**src/rtl/sram_cmd_pipe.sv**
```systemverilog
// Elastic ZBT SRAM command pipeline with valid/ready back-pressure and flush,
// plus read-return tracking that re-times sram_rdata to the SRAM read latency.
module sram_cmd_pipe #(
    parameter int ASIZE  = 18,
    parameter int DSIZE  = 36,
    parameter int BWSIZE = 4,
    parameter int STAGES = 2,
    parameter int RD_LAT = 2
) (
    input  logic              clk,
    input  logic              reset,
    input  logic              flush,
    input  logic              in_valid,
    output logic              in_ready,
    input  logic [ASIZE-1:0]  in_addr,
    input  logic [DSIZE-1:0]  in_wdata,
    input  logic              in_rd_wr_n,
    input  logic              in_adv_ld_n,
    input  logic [BWSIZE-1:0] in_dm,
    output logic              out_valid,
    input  logic              out_ready,
    output logic [ASIZE-1:0]  out_addr,
    output logic [DSIZE-1:0]  out_wdata,
    output logic              out_rd_wr_n,
    output logic              out_adv_ld_n,
    output logic [BWSIZE-1:0] out_dm,
    input  logic [DSIZE-1:0]  sram_rdata,
    output logic [DSIZE-1:0]  rd_data,
    output logic              rd_data_valid,
    output logic [3:0]        occupancy
);

    localparam int PW = ASIZE + DSIZE + 2 + BWSIZE;
    // Idle payload reads as a burst-advance read so the SRAM side sees a benign command.
    localparam logic [PW-1:0] PAY_RST = {{(ASIZE + DSIZE){1'b0}}, 2'b11, {BWSIZE{1'b0}}};

    if (STAGES < 1 || STAGES > 8) begin : g_bad_stages
        $error("sram_cmd_pipe: STAGES must be 1..8");
    end
    if (RD_LAT < 1 || RD_LAT > 8) begin : g_bad_rd_lat
        $error("sram_cmd_pipe: RD_LAT must be 1..8");
    end

    logic [STAGES-1:0] r_valid;
    logic [PW-1:0]     r_pay [STAGES];
    logic [RD_LAT-1:0] r_tag;
    logic              r_last_is_read;
    logic              r_rd_data_valid;
    logic [DSIZE-1:0]  r_rd_data;
    logic [3:0]        r_occ;

    logic [STAGES-1:0] w_adv;
    logic [STAGES-1:0] w_load;
    logic [STAGES-1:0] w_valid_nxt;
    logic [3:0]        w_occ_nxt;
    logic [PW-1:0]     w_in_pay;
    logic              w_xfer;
    logic              w_fire;
    logic              w_read_fire;

    // Ready chain walks from the head back to the input; a stage advances
    // when it holds a command and its downstream neighbour can take it.
    always_comb begin
        logic w_dn_ready;
        w_adv      = '0;
        w_dn_ready = out_ready;
        for (int i = STAGES - 1; i >= 0; i--) begin
            w_adv[i]   = r_valid[i] & w_dn_ready & ~flush;
            w_dn_ready = ~r_valid[i] | (r_valid[i] & w_dn_ready & ~flush);
        end
    end

    assign in_ready  = (~r_valid[0] | w_adv[0]) & ~flush;
    assign w_xfer    = in_valid & in_ready;
    assign w_load    = (w_adv << 1) | STAGES'(w_xfer);
    assign w_in_pay  = {in_addr, in_wdata, in_rd_wr_n, in_adv_ld_n, in_dm};

    assign out_valid = r_valid[STAGES-1] & ~flush;
    assign {out_addr, out_wdata, out_rd_wr_n, out_adv_ld_n, out_dm} = r_pay[STAGES-1];

    assign w_fire      = out_valid & out_ready;
    // A burst advance inherits the direction of the most recent load.
    assign w_read_fire = w_fire & (out_adv_ld_n ? r_last_is_read : out_rd_wr_n);

    always_comb begin
        w_valid_nxt = '0;
        if (!flush) begin
            w_valid_nxt = w_load | (r_valid & ~w_adv);
        end
    end

    always_comb begin
        w_occ_nxt = '0;
        for (int i = 0; i < STAGES; i++) begin
            w_occ_nxt = w_occ_nxt + {3'b000, w_valid_nxt[i]};
        end
    end

    always_ff @(posedge clk) begin
        if (reset) begin
            for (int i = 0; i < STAGES; i++) begin
                r_pay[i] <= PAY_RST;
            end
        end else begin
            if (w_load[0]) begin
                r_pay[0] <= w_in_pay;
            end
            for (int i = 1; i < STAGES; i++) begin
                if (w_load[i]) begin
                    r_pay[i] <= r_pay[i-1];
                end
            end
        end
    end

    always_ff @(posedge clk) begin
        if (reset) begin
            r_valid <= '0;
            r_occ   <= '0;
        end else begin
            r_valid <= w_valid_nxt;
            r_occ   <= w_occ_nxt;
        end
    end

    // Read tracking deliberately ignores flush so already-issued reads still return.
    always_ff @(posedge clk) begin
        if (reset) begin
            r_tag           <= '0;
            r_last_is_read  <= 1'b0;
            r_rd_data_valid <= 1'b0;
            r_rd_data       <= '0;
        end else begin
            r_tag[0] <= w_read_fire;
            for (int i = 1; i < RD_LAT; i++) begin
                r_tag[i] <= r_tag[i-1];
            end
            if (w_fire && !out_adv_ld_n) begin
                r_last_is_read <= out_rd_wr_n;
            end
            r_rd_data_valid <= r_tag[RD_LAT-1];
            if (r_tag[RD_LAT-1]) begin
                r_rd_data <= sram_rdata;
            end
        end
    end

    assign rd_data       = r_rd_data;
    assign rd_data_valid = r_rd_data_valid;
    assign occupancy     = r_occ;

endmodule
```
**config.mk**
```make
export PLATFORM = sky130hd
export DESIGN_NAME = sram_cmd_pipe
export DESIGN_NICKNAME = d
export VERILOG_FILES = /design/src/rtl/sram_cmd_pipe.sv
export SDC_FILE = /design/constraint.sdc
export NUM_CORES = 1
export LEC_CHECK = 0
export CAP_MARGIN = 20
export CELL_PAD_IN_SITES_DETAIL_PLACEMENT = 0
export CELL_PAD_IN_SITES_GLOBAL_PLACEMENT = 1
export CORE_UTILIZATION = 40
export DETAILED_ROUTE_END_ITERATION = 16
export HOLD_SLACK_MARGIN = 0.02
export PLACE_DENSITY = 0.81
export SLEW_MARGIN = 20
export SYNTH_ARGS = -nofsm -noshare
export SYNTH_HDL_FRONTEND = slang
export SYNTH_SLANG_ARGS = --single-unit
export TNS_END_PERCENT = 1
```
**constraint.sdc**
```tcl
create_clock -name clk -period 6.03 [get_ports clk]
set_input_delay 0.603 -clock clk [delete_from_list [all_inputs] [get_ports clk]]
set_output_delay 0.603 -clock clk [all_outputs]
set_load 0.01 [all_outputs]
```
==> impl_metrics.yaml <==
global_routing:
  grt-ovfl-total: 0
  antenna_found_initial: 0
  grt_pass1_wl_mm: 22.0
  grt_pass1_vias: 4174
  grt_usage_pct: 16.0
  grt_max_degree: 80
clock_network:
  clkTransAtPathRegs_ns: 0.06
  clk_latency_ns: 0.42
  cts-htree-levels: 4
  tritoncts: "yes"
  clockBufferDepth: 2
  cts_resized: 0
  cts_root_buf: "clkbuf_16"
  cts-buffers-inserted: 17
  numClockSinks: 164
  cts_setup_buffers: 0
  ctsHoldBuffers: 0
critical_path:
  required_ns: 6.15
  r2r-start: "r_valid[0]"
  worst_setup_path_start_kind: "primary input"
  critical_path_arrival_ns: 2.97
  critPathKind: "primary input to flop"
  endpoint_kind: "flop"
  crit_fanout: 79
  crit_start: "reset"
  r2r_cells: 4
sta:
  slew_violations: 0
  fin_tns_setup_ns: 0
  setup_viol: 0
  fmax_mhz: 351
  hold_viol_final: 0
  layout_min_cycle_time_ns: 2.85
  finalCritPeriodShare_pct: 47.3
  rsz0062_at_grt: "no"
  slew_headroom_pct: 25.6
  final.setup_skew_ns: 0.0137
  worst_slew_pin_slew_ns: 1.12
status:
  status: "complete, no violations"
detailed_routing:
  firstDrtPassIters: 5
  route.antenna.remaining_nets: 0
  drc: 0
  vias_per_cell: 5.13
  wire_per_inst_um: 17.0
  routed_wl_mm: 14.5
  first_iter_violations: 237
  vias: 4353
final_layout:
  fill_cells: 1363
  syn2layout_area_growth_pct: 31.7
  final_common_cell: "clkdlybuf4s50_1"
  drive_gt1_share_pct: 7.53
  layout_common_cells: "201 x clkdlybuf4s50_1, 120 x edfxtp_1, 106 x nor4b_1"
  insertedDiodeCount: 0
  fin_util_pct: 53.8
  final_nets: 713
logic_synthesis:
  yosysWarnings: 0
  syn_avg_cell_area_um2: 14.3
  yosysUniqueCellTypes: 24
  synth.cell_area_um2: 7040
  seq_area_frac_synth_pct: 63.7
  yosysTopAreaCell: "edfxtp_1"
  ys_top_cells_by_area: "edfxtp_1 51%, nor4b_1 13%, dfxtp_1 13%"
  syn_inst: 493
  yosysTopAreaCellShare_pct: 51.2
  yosys_register_bits: 164
place:
  gp_congestion: 0.711
  portBuffers: 201
  dp_hpwl_mm: 9.16
floorplanning:
  die_height_um: 135
  num_rows: 48
  dieArea_um2: 18100
  chipWidth_um: 135
  core-area_um2: 17200
  initial_core_util_pct: 40.9
  ioPinCount: 204
worst_hold_path:
  hold_depth: 1
  hp-class: "flop to flop"
  min_from: "r_tag[0]"
power_and_ir_drop:
  p_per_area_nw_per_um2: 275
  p_leak_nw: 2.99
  ir_drop_uv: 169
job:
  cap_violations: 0
==> sequential cells by signal, indices dropped and copies added (netlist names) <==
register / cells
r_last_is_read: 1
r_tag: 2
rd_data_valid: 1
r_valid: 2
occupancy: 2
rd_data: 36
r_pay: 120
==> per-stage QoR <==
| stage | cells | power, mW | setup WS [ns] | hold slack [ns] | instance area [µm²] |
|---|---|---|---|---|---|
| floorplan | 494 | 1.42 | 3.60 | 0.414 | 7050 |
| global placement | 815 | 1.51 | 2.85 | 0.422 | 8640 |
| detailed placement | 817 | 1.52 | 2.79 | 0.441 | 8690 |
| CTS | 849 | 2.58 | 3.23 | 0.454 | 9270 |
| global route | 849 | 2.64 | 3.04 | 0.469 | 9270 |
| finish | 849 | 2.55 | 3.18 | 0.450 | 9270 |
==> kinds of logic (layout without fill, tap and decap cells) <==
family,Yosys count,count (layout),synth area share [%]
simple gates,171,171,19.1
mux,38,38,5.40
buf+inv,112,242,11.0
flops,164,164,63.7
compound gates,6,6,0.604
other cells,1,2,0.0533
fa+ha+maj,1,1,0.178
==> critical path: stages <==
cell             delay, ns
clkdlybuf4s50_1       0.45
buf_4                 0.42
or2_4                 0.54
buf_4                 0.73
nor4b_1               0.14
==> synthesized netlist by cell type, drive strengths merged <==
cell type / instances
edfxtp: 120
nor4b: 116
buf: 95
dfxtp: 44
mux2i: 38
nor2: 38
clkbuf: 14
nor2b: 5
or4: 4
inv: 3
nand2b: 3
a211oi: 2
a21oi: 2
a31o: 2
nor4bb: 2
and3b: 1
conb: 1
ha: 1
nand3b: 1
or2: 1
==> report_power, final <==
group	leakage [nW]	internal, mW	switching (mW)
logic	1.11	0.121	0.0924
registers	1.61	1.26	0.0138
clock network	0.269	0.650	0.409
total	2.99	2.03	0.515
==> layout make-up <==
| cell class | count | area [µm²] | area share (%) |
|---|---|---|---|
| Clock buffer | 23 | 448 | 4.83 |
| Clock inverter | 9 | 130 | 1.40 |
| Inverter | 3 | 11.3 | 0.121 |
| Multi-Input combinational cell | 218 | 1820 | 19.6 |
| Sequential cell | 164 | 4490 | 48.4 |
| Tap cell | 225 | 282 | 3.04 |
| Timing Repair Buffer | 207 | 2100 | 22.6 |
==> per-layer routing <==
metal,global-route usage [%],up-vias,routed length (µm)
met3,4.20,10,647
met2,27.5,135,7770
met4,6.12,0,157
met1,19.0,2170,5900
met5,0,-,0
li1,-,2038,-
==> path summary, 6_finish.rpt <==
path,slack [ns],endpoint
setup / recovery,3.18,r_pay[0][113]
hold / removal,0.45,r_tag[1]
setup reg to reg,4.11,r_pay[0][113]
hold reg to reg,0.45,r_tag[1]
Note: power is estimated with default switching activity, not from simulation.
